File: config.mk
export PLATFORM = sky130hd
export DESIGN_NAME = prediction_update_unit
export DESIGN_NICKNAME = d
export VERILOG_FILES = /design/src/rtl/prediction_update_unit.sv
export SDC_FILE = /design/constraint.sdc
export NUM_CORES = 1
export LEC_CHECK = 0
export CORE_MARGIN = 4
export CORE_UTILIZATION = 50
export CTS_BUF_LIST = sky130_fd_sc_hd__clkbuf_4 sky130_fd_sc_hd__clkbuf_8 sky130_fd_sc_hd__clkbuf_16
export DETAILED_ROUTE_END_ITERATION = 10
export DONT_BUFFER_PORTS = 1
export SYNTH_ARGS = -nofsm -noshare
export SYNTH_HDL_FRONTEND = slang
export SYNTH_SLANG_ARGS = --single-unit
File: constraint.sdc
create_clock -name clk -period 10.1 [get_ports clk]
set_input_delay 2.02 -clock clk [delete_from_list [all_inputs] [get_ports clk]]
set_output_delay 2.02 -clock clk [all_outputs]
set_load 0.03 [all_outputs]
File: src/rtl/prediction_update_unit.sv
// Resolution-side tracker for local-history branch prediction: in-flight queue, per-index history/tags, table write-back.
// Optional PRED_STATS_EN adds saturating branch/mispredict counters on stat_branches/stat_mispredicts.
module prediction_update_unit #(
    parameter int DEPTH       = 4,
    parameter int PC_WIDTH    = 10,
    parameter int INDEX_WIDTH = 4,
    parameter int HIST_WIDTH  = 3
) (
    input  logic                         clk,
    input  logic                         rst,
    input  logic                         fetch_valid,
    input  logic [PC_WIDTH-1:0]          fetch_pc,
    input  logic                         fetch_pred,
    output logic                         fetch_ready,
    output logic [HIST_WIDTH-1:0]        cur_history,
    output logic                         fetch_evict,
    input  logic                         resolve_valid,
    input  logic                         resolve_taken,
    input  logic                         flush,
    output logic                         upd_we,
    output logic [PC_WIDTH-1:0]          upd_pc,
    output logic [HIST_WIDTH-1:0]        upd_history,
    output logic                         upd_taken,
    output logic                         mispredict,
    output logic [$clog2(DEPTH+1)-1:0]   occupancy,
    output logic [15:0]                  stat_branches,
    output logic [15:0]                  stat_mispredicts
);

    localparam int OCC_W = $clog2(DEPTH + 1);
    localparam int PTR_W = $clog2(DEPTH);
    localparam int TAG_W = PC_WIDTH - INDEX_WIDTH;
    localparam int N_IDX = 1 << INDEX_WIDTH;

    logic [PC_WIDTH-1:0]    q_pc   [DEPTH];
    logic [HIST_WIDTH-1:0]  q_hist [DEPTH];
    logic                   q_pred [DEPTH];
    logic [PTR_W-1:0]       head_q;
    logic [PTR_W-1:0]       tail_q;
    logic [OCC_W-1:0]       count_q;

    logic [HIST_WIDTH-1:0]  hist_q [N_IDX];
    logic [TAG_W-1:0]       tag_q  [N_IDX];
    logic [N_IDX-1:0]       tag_vld_q;

    logic                   vld_p1;
    logic [PC_WIDTH-1:0]    pc_p1;
    logic [HIST_WIDTH-1:0]  hist_p1;
    logic                   taken_p1;
    logic                   mis_p1;

    logic [INDEX_WIDTH-1:0] fetch_idx;
    logic [TAG_W-1:0]       fetch_tag;
    logic [PC_WIDTH-1:0]    head_pc;
    logic [INDEX_WIDTH-1:0] head_idx;
    logic                   push;
    logic                   pop;
    logic                   mis;
    logic                   kill;

    // Stage p0: fetch lookup and resolve decode
    assign fetch_idx   = fetch_pc[INDEX_WIDTH-1:0];
    assign fetch_tag   = fetch_pc[PC_WIDTH-1:INDEX_WIDTH];
    assign fetch_evict = fetch_valid & (~tag_vld_q[fetch_idx] | (tag_q[fetch_idx] != fetch_tag));
    assign cur_history = fetch_evict ? '0 : hist_q[fetch_idx];
    // No pass-through: a same-cycle pop does not free a slot for the fetch.
    assign fetch_ready = (count_q < OCC_W'(DEPTH));
    assign occupancy   = count_q;

    assign push     = fetch_valid & fetch_ready;
    assign pop      = resolve_valid & (count_q != '0);
    assign head_pc  = q_pc[head_q];
    assign head_idx = head_pc[INDEX_WIDTH-1:0];
    assign mis      = pop & (q_pred[head_q] != resolve_taken);
    assign kill     = flush | mis;

    always_ff @(posedge clk) begin
        if (push) begin
            q_pc[tail_q]   <= fetch_pc;
            q_hist[tail_q] <= cur_history;
            q_pred[tail_q] <= fetch_pred;
        end
    end

    always_ff @(posedge clk or negedge rst) begin
        if (!rst) begin
            head_q  <= '0;
            tail_q  <= '0;
            count_q <= '0;
        end else if (kill) begin
            head_q  <= '0;
            tail_q  <= '0;
            count_q <= '0;
        end else begin
            if (push) tail_q <= tail_q + PTR_W'(1);
            if (pop)  head_q <= head_q + PTR_W'(1);
            count_q <= count_q + OCC_W'(push) - OCC_W'(pop);
        end
    end

    always_ff @(posedge clk) begin
        if (push && fetch_evict) tag_q[fetch_idx] <= fetch_tag;
    end

    // Evict clear is written last so it wins over a same-index resolve shift.
    always_ff @(posedge clk or negedge rst) begin
        if (!rst) begin
            for (int i = 0; i < N_IDX; i++) hist_q[i] <= '0;
            tag_vld_q <= '0;
        end else begin
            if (pop) hist_q[head_idx] <= {hist_q[head_idx][HIST_WIDTH-2:0], resolve_taken};
            if (push && fetch_evict) begin
                hist_q[fetch_idx]    <= '0;
                tag_vld_q[fetch_idx] <= 1'b1;
            end
        end
    end

    // Stage p1: registered table write-back
    always_ff @(posedge clk or negedge rst) begin
        if (!rst) begin
            vld_p1   <= 1'b0;
            mis_p1   <= 1'b0;
            pc_p1    <= '0;
            hist_p1  <= '0;
            taken_p1 <= 1'b0;
        end else begin
            vld_p1 <= pop;
            mis_p1 <= mis;
            if (pop) begin
                pc_p1    <= head_pc;
                hist_p1  <= q_hist[head_q];
                taken_p1 <= resolve_taken;
            end
        end
    end

    assign upd_we      = vld_p1;
    assign upd_pc      = pc_p1;
    assign upd_history = hist_p1;
    assign upd_taken   = taken_p1;
    assign mispredict  = mis_p1;

`ifdef PRED_STATS_EN
    logic [15:0] stat_br_q;
    logic [15:0] stat_mp_q;

    function automatic logic [15:0] sat_inc(input logic [15:0] v);
        return (v == 16'hFFFF) ? v : v + 16'd1;
    endfunction

    always_ff @(posedge clk or negedge rst) begin
        if (!rst) begin
            stat_br_q <= '0;
            stat_mp_q <= '0;
        end else begin
            if (pop) stat_br_q <= sat_inc(stat_br_q);
            if (mis) stat_mp_q <= sat_inc(stat_mp_q);
        end
    end

    assign stat_branches    = stat_br_q;
    assign stat_mispredicts = stat_mp_q;
`else
    assign stat_branches    = '0;
    assign stat_mispredicts = '0;
`endif

endmodule

* After elaboration in Yosys (flattened, before gate mapping)
Memories as Yosys holds them, arrays and structs flattened. A register that Yosys moved wholly into a read port is not among the register bits. Cells that the tools add are included. W data, S select, Z words.
Cells by class: mux-type cells 27, equality and inequality tests 2, $lt $le $gt $ge 7, $add $sub $neg 4, reduce and logical (&&, ||, !) cells 8, bitwise logic cells 12
Operators by type and width (number):
- $mux W48 | 2
- $and A48 B48 Y48 | 1
- $bwmux W48 | 1
- $not A48 Y48 | 1
- $bmux W3 S4 | 2
- $demux W3 S4 | 2
- $mux W3 | 6
- $or A16 B16 Y16 | 1
- $mux W2 | 6
- $ge A5 B5 Y1 const B | 2
- $lt A5 B1 Y1 const B | 2
- $not A4 Y5 | 2
- $mux W1 | 6
- $ne A6 B6 Y1 | 1
- $lt A4 B5 Y1 const B | 1
- $add A2 B1 Y2 const B | 2
- $and A1 B1 Y1 | 4
- $bmux W1 S4 | 1
- $demux W1 S4 | 1
- $ge A4 B1 Y1 const B | 1
- $logic_and A1 B1 Y1 | 4
- $reduce_bool A2 Y1 | 2
- $add A3 B1 Y3 | 1
- $lt A3 B3 Y1 const B | 1
- other kinds (6) | 7
Storage, ports and cells: bits in writable memories 152, output and inout port bits 56, register bits 84, memories 4, logic and storage cells 88, input port bits 17
Memory list:
- tag_q | words 16, width 6, rd ports 1, clocked after memory_dff 0, write ports 1, RTL line 43 | logic [TAG_W-1:0] tag_q [N_IDX];
- q_pc | words 4, width 10, rd ports 1, clocked after memory_dff 0, write ports 1, RTL line 35 | logic [PC_WIDTH-1:0] q_pc [DEPTH];
- q_hist | words 4, width 3, rd ports 1, clocked after memory_dff 1, write ports 1, RTL line 36 | logic [HIST_WIDTH-1:0] q_hist [DEPTH];
- q_pred | words 4, width 1, rd ports 1, clocked after memory_dff 0, write ports 1, RTL line 37 | logic q_pred [DEPTH];

* Longest topological paths before layout
Gate-level depths: netlist of the first run. An unclocked memory read counts as a cell.
depth in word-level cells 10, gate-level depth with buffers 12, gate-level depth less buffers 10

* Worst setup path after synthesis of the first run
No wires, ideal clock.
kind input port to output port, from input fetch_pc[0], to output cur_history[2], data arrival time 4806 ps, cell stages on the path 10, setup slack 3274 ps, required time 8080 ps, buffers on the path 4, path through buf_2 -> buf_1 -> buf_2 -> mux2i_1 -> mux2i_1 -> xnor2_1 -> o2111ai_1 -> or3b_1 -> clkbuf_1 -> a21boi_0
Between the ends: word-level cells in the longest chain between the ends 6, elaborated cells between the ends (all ways) 12, those cells by class eq/ne (1); mux (6); bitwise (4); memory (1)
Ends and longest elaborated chain:
- start, declared | RTL line 12 | input logic [PC_WIDTH-1:0] fetch_pc,
- branches (longest 5 deep; another with $mem_v2 Z16 W6)
- $mux W3 (*) | RTL line 65 | assign cur_history = fetch_evict ? '0 : hist_q[fetch_idx];
- end, declared | RTL line 15 | output logic [HIST_WIDTH-1:0] cur_history,
Mark *: on every way between the ends. The select of a mux whose other input is x is not followed.

* Worst setup path in the final report of the first run
from input fetch_pc[1], to output cur_history[1]
Same word-level chain as after synthesis.

==> flow_summary.toml, run 1 <==
[hold_path]
hold_class = "register to register"

[floorplan]
rows = 53
die_h_um = 155.5
coreArea_um2 = 21220
io_pins = 73
die_w_um = 155.5
initial_utilization_pct = 51.24
die_area_um2 = 24170

[global_routing]
first_global_vias = 6326
grtUsageTotal_pct = 19.81
grt_max_degree = 88
antenna_found_initial = 0
overflow = 0
grt_pass1_wl_um = 37410

[power_and_ir_drop]
power_density_nw_per_um2 = 243.8
irDropWorstVdd_uv = 123.8
leakagePower_nw = 4.321

[synthesis]
syn_inst = 731
netlist_area_um2 = 10870
synth.distinct_cells = 46
avgSynthCellArea_um2 = 14.87
yosysSeqAreaShare_pct = 62.00
synthArstFlopShare_pct = 36.40
yosys_warnings = 0
ys.flop_type = "edfxtp_1"
ys_top_cells_by_area = "edfxtp_1 (42%), dfrtp_1 (20%), mux4_2 (11%)"
synth_most_common_cell = "edfxtp_1"
synth_top_area_share_pct = 41.98
synthTopCellsByCount = "edfxtp_1 (152), dfrtp_1 (87), mux2i_1 (69), mux4_2 (53), nand2_1 (51)"
synth-edff-count = 152
yosysTopAreaCell = "edfxtp_1"
synth_seq_cells = 239

[clock_network]
clk_pin_slew_worst_paths_ns = 0.06
numCtsBuffers = 25
numClockSinks = 239
postCtsSetupBuffers = 0
clk_latency_ns = 0.52
cts-root-buf = "clkbuf_16"
clockBufferDepth = 3
cts_tree = "yes"
h-tree-depth = 1
ctsHoldBuffers = 0
cts_resized = 0

[routing]
vias_per_cell = 6.057
drt-total-wl_um = 23440
vias = 6075
drt_iter0_drc = 535
ant_nets = 0
routedWlPerCell_um = 23.37
route.detailed.drc = 0
dr.pass1.iters = 5

[timing]
worst_pin_slew_ns = 0.8661
fmax_ghz = 0.1454
rsz0062_at_grt = "no"
setup_viol = 0
finalHoldViolCount = 0
post-route-min-period_ns = 6.876
tns_ns = 0
finalCritPeriodShare_pct = 68.08
slew_violations = 0
relSlewSlack_pct = 42.14
finClkSkew_ns = 0.007605

[final_layout]
design_area_um2 = 11730
post-route-util_pct = 55.29
drive_gt1_share_pct = 17.86
seqCellArea_um2 = 6741
multi_input_area_um2 = 3690
nFillCells = 1697
n_antenna_cell = 0
final_nets = 734
synthToLayoutAreaGrowth_pct = 7.906

[place]
post_dp_cell_area_um2 = 10890
finalWeightedCongestion = 0.8492
dp_hpwl_um = 14680
io_buffers = 0

[setup_path]
crit_type = "primary input to primary output"
cp-end-kind = "primary output"
cp.required_ns = 8.08
slowest_stage = "a21boi_1"
crit_path_max_incr_delay_ns = 0.81
cp_max_fo = 84
cp.arrival_ns = 4.86
cp_cell_sequence = "mux4_2 > mux2i_1 > xor2_1 > nand3_1 > o31ai_1 > or3b_2 > buf_4 > a21boi_1"
start_kind = "primary input"

[job]
maxCapViolCount = 0

[run_status]
status = "complete, no violations"
layer usage:
layer,vias to the layer above,GRT usage [%],routed length (um)
met4,0,4.544,400
met5,-,0,0
li1,2674,-,-
met2,208,32.19,11310
met3,34,3.449,1583
met1,3159,28.38,10150
registers in the layout, summed over array words and instances, names as in the netlist:
name / cells
upd_history: 3
upd_pc: 10
q_pred: 4
tag_vld_q: 16
tag_q: 96
hist_q: 48
mispredict: 1
q_hist: 12
head_q: 2
tail_q: 2
q_pc: 40
occupancy: 3
upd_taken: 1
upd_we: 1
worst max-delay path: cells and delay by family:
family	cells	cell delay, ns
and+or+nand+nor	2	0.59
buffers and inverters	1	0.38
muxes	2	0.71
xor gates and xnor gates	1	0.17
AOI/OAI and AO/OA	2	0.90
power breakdown:
group	total [mW]	internal [mW]	leakage, nW	switching, mW
Clock	0.931	0.561	0.418	0.370
Sequential	1.37	1.21	2.49	0.164
Combinational	0.560	0.242	1.41	0.318
path summary, 6_finish.rpt:
check,endpoint,slack [ns],depth (start not counted),startpoint
worst max-delay path,cur_history[1],3.22,8,fetch_pc[1]
worst max register to register,hist_q[4],6.58,6,head_q[1]
max in group asynchronous,occupancy[1],8.71,0,rst
worst min register to register,tag_vld_q[9],0.47,1,tag_vld_q[9]
worst min-delay path,tag_vld_q[9],0.47,1,tag_vld_q[9]
min in group asynchronous,upd_pc[6],1.19,0,rst
area by class of cell:
type	instances	share of cell area (%)
Inverter	12	0.3839
Clock inverter	15	1.344
Tap cell	275	2.933
Timing Repair Buffer	9	0.5759
Clock buffer	30	5.855
Multi-Input combinational cell	423	31.45
Sequential cell	239	57.46
cells by family after synthesis:
kind of cell | synth area share, %
compound gates | 6.076
mux | 18.37
simple gates | 6.329
flops | 62.00
xor+xnor | 1.047
buf+inv | 5.270
fa+ha+maj | 0.8746
other cells | 0.03449
layout by cell type, fill, tap and decap left out, types with 6 or more instances in the layout:
master,instances
a2111oi_0,6
a31o_1,10
a31o_2,6
a31oi_1,48
and2_1,7
and3_1,18
buf_4,9
clkbuf_16,26
clkinv_2,7
conb_1,32
dfrtp_1,87
edfxtp_1,152
ha_1,6
inv_1,12
mux2_2,8
mux2i_1,69
mux4_2,53
nand2_1,51
nand2b_1,8
nor2_1,39
nor2b_1,8
or2_2,6
xnor2_1,8
through the flow:
step | cells | total power [mW] | setup WS [ns] | hold slack [ns]
global placement | 958 | 1.929 | 3.310 | 0.4425
floorplan | 762 | 1.841 | 3.274 | 0.4330
detailed placement | 958 | 1.953 | 3.248 | 0.4532
CTS | 1003 | 2.882 | 3.241 | 0.4673
global route | 1003 | 2.998 | 3.103 | 0.4821
finish | 1003 | 2.861 | 3.224 | 0.4650
Power figures use the tool's default switching activity.
==> inputs of run 2 (changes only) <==
PLACE_DENSITY = 0.68   (was unset)
clock period = 6 ns   (was 10.1 ns; I/O delays follow)
==> flow_summary.toml, run 2 (synthesized netlist as in run 1, its figures left out) <==
[run_status]
status = "complete, no violations"

[final_layout]
largest_reg_flops = 96
final_nets = 735
multi_input_area_um2 = 3690
top_register = "tag_q"
fin_cells = 1002
final_common_cell = "edfxtp_1"
reg.largest.list = "tag_q: 96 flops, hist_q: 48 flops, q_pc: 40 flops"
mostFrequentLayoutCells = "edfxtp_1 (152), dfrtp_1 (87), mux2i_1 (69)"
seqCellArea_um2 = 6741
synthToLayoutAreaGrowth_pct = 7.077
design_area_um2 = 11640
n_antenna_cell = 0
drive_gt1_share_pct = 17.33
nFillCells = 1656

[clock_network]
ctsHoldBuffers = 0
clk_pin_slew_worst_paths_ns = 0.06
numCtsBuffers = 24
h-tree-depth = 1
numClockSinks = 239
cts_tree = "yes"
cts_resized = 0
cts-root-buf = "clkbuf_16"
clockBufferDepth = 3
clk_latency_ns = 0.53
postCtsSetupBuffers = 0

[global_routing]
first_global_vias = 6469
antenna_found_initial = 0
grt_pass1_wl_um = 36870
overflow = 0
grt_max_degree = 88
grtUsageTotal_pct = 19.39

[job]
maxCapViolCount = 0

[floorplan]
die_w_um = 155.5
io_pins = 73
die_h_um = 155.5
initial_utilization_pct = 51.24
rows = 53
coreArea_um2 = 21220
die_area_um2 = 24170

[routing]
vias_per_cell = 6.168
routedWlPerCell_um = 22.96
drt-total-wl_um = 23010
wl_met3_um = 1712
dr.pass1.iters = 5
ant_nets = 0
vias = 6180
wl_met1_um = 9535
route.detailed.drc = 0
drt_iter0_drc = 565
dr_wl_met2_um = 11260
top_layer = "met4"

[power_and_ir_drop]
irDropWorstVdd_uv = 210.5
pwr-share-clk_pct = 30.2
power_switching_mw = 1.425
leakagePower_nw = 4.288
seqPwrFrac_pct = 49.5
swShare_pct = 30.48
p_total_mw = 4.677
intPower_mw = 3.251
power_density_nw_per_um2 = 401.7
comb_power_share_pct = 20.3

[setup_path]
cp.depth = 8
crit_path_max_incr_delay_ns = 0.78
cp_max_fo = 49
cp-end-kind = "primary output"
cp.required_ns = 4.80
cp_num_buf_inv = 1
cp.arrival_ns = 3.69
crit_family = "simple AND/OR/NAND/NOR gates"
reg2reg_depth = 8
slowest_stage = "or3b_2"
cp_cell_sequence = "mux4_2 > mux2i_1 > xor2_1 > nand3_1 > o31ai_1 > or3b_2 > a21boi_0 > buf_4"
crit_type = "primary input to primary output"
start_kind = "primary input"

[timing]
post-route-min-period_ns = 4.889
slew_violations = 0
fmax_ghz = 0.2046
worst_pin_slew_ns = 0.8978
setup_slack_ns = 1.111
rsz0062_at_grt = "no"
tns_ns = 0
finClkSkew_ns = 0.01480
finalCritPeriodShare_pct = 81.48
setup_viol = 0
finalHoldViolCount = 0
relSlewSlack_pct = 40.15

[place]
dp_slack_ns = 1.163
finalWeightedCongestion = 0.8954
post_dp_cell_area_um2 = 10900
place_inst = 960
io_buffers = 0
dp_hpwl_um = 14600

[hold_path]
hold_class = "primary input to async pin"
run 2: cell count changes in the layout (fill, tap and decap cells not counted), moves of 2 or more:
cell,previous run,this run
bufinv_16,3,1
clkbuf_4,3,7
clkinvlp_4,2,0
buf_4,9,11
clkinv_1,1,4
clkbuf_16,26,24
clkinv_2,7,5
run 2: worst reg2reg max path, cell delays in order, from the launching register on:
cell and delay [ns]:
dfrtp_1 0.57, buf_4 0.34, mux4_2 0.74, nand2b_1 0.34, nor2_1 0.09, a2111oi_0 0.64, or4_1 0.57, mux2i_1 0.16
a31oi_1 0.19
run 2: worst paths after layout:
check                                    from             end  slack, ns
max in group asynchronous                 rst       upd_taken       5.48
min in group clk                tag_vld_q[12]   tag_vld_q[12]       0.47
worst min register to register  tag_vld_q[12]   tag_vld_q[12]       0.47
worst min-delay path                      rst       upd_pc[5]       0.37
worst max register to register      head_q[0]      hist_q[44]       2.28
worst max-delay path              fetch_pc[1]  cur_history[2]       1.11
run 2: final cells by class:
class	instances	area share [%]
flip-flops and latches	239	57.90
inverters	12	0.3869
multi-input cells	423	31.69
clock buffers	31	5.610
repair buffers	11	0.7093
well taps	275	2.955
clock inverters	11	0.7415
run 2: layer usage:
layer  global-route usage, %  up-vias
li1                        -     2671
met1                   26.39     3207
met2                   32.27      259
met3                   4.033       43
met4                   4.877        0
met5                       0        -
run 2: per-stage QoR:
| stage | hold slack (ns) | utilization (%) |
|---|---|---|
| 2_1_floorplan | 0.4330 | - |
| 3_3_place_gp | 0.4422 | 51.38 |
| 3_5_place_dp | 0.4483 | 51.38 |
| 4_1_cts | 0.3575 | 54.86 |
| 5_1_grt | 0.3555 | 54.86 |
| 6_report | 0.3691 | 54.86 |
run 2: power by group through the flow:
stage	clock network (mW)	registers (mW)	logic [mW]
floorplan	0	2.27	0.826
global placement	0	2.33	0.907
detailed placement	0	2.35	0.942
CTS	1.43	2.32	0.947
global route	1.50	2.35	1.04
finish	1.41	2.32	0.947
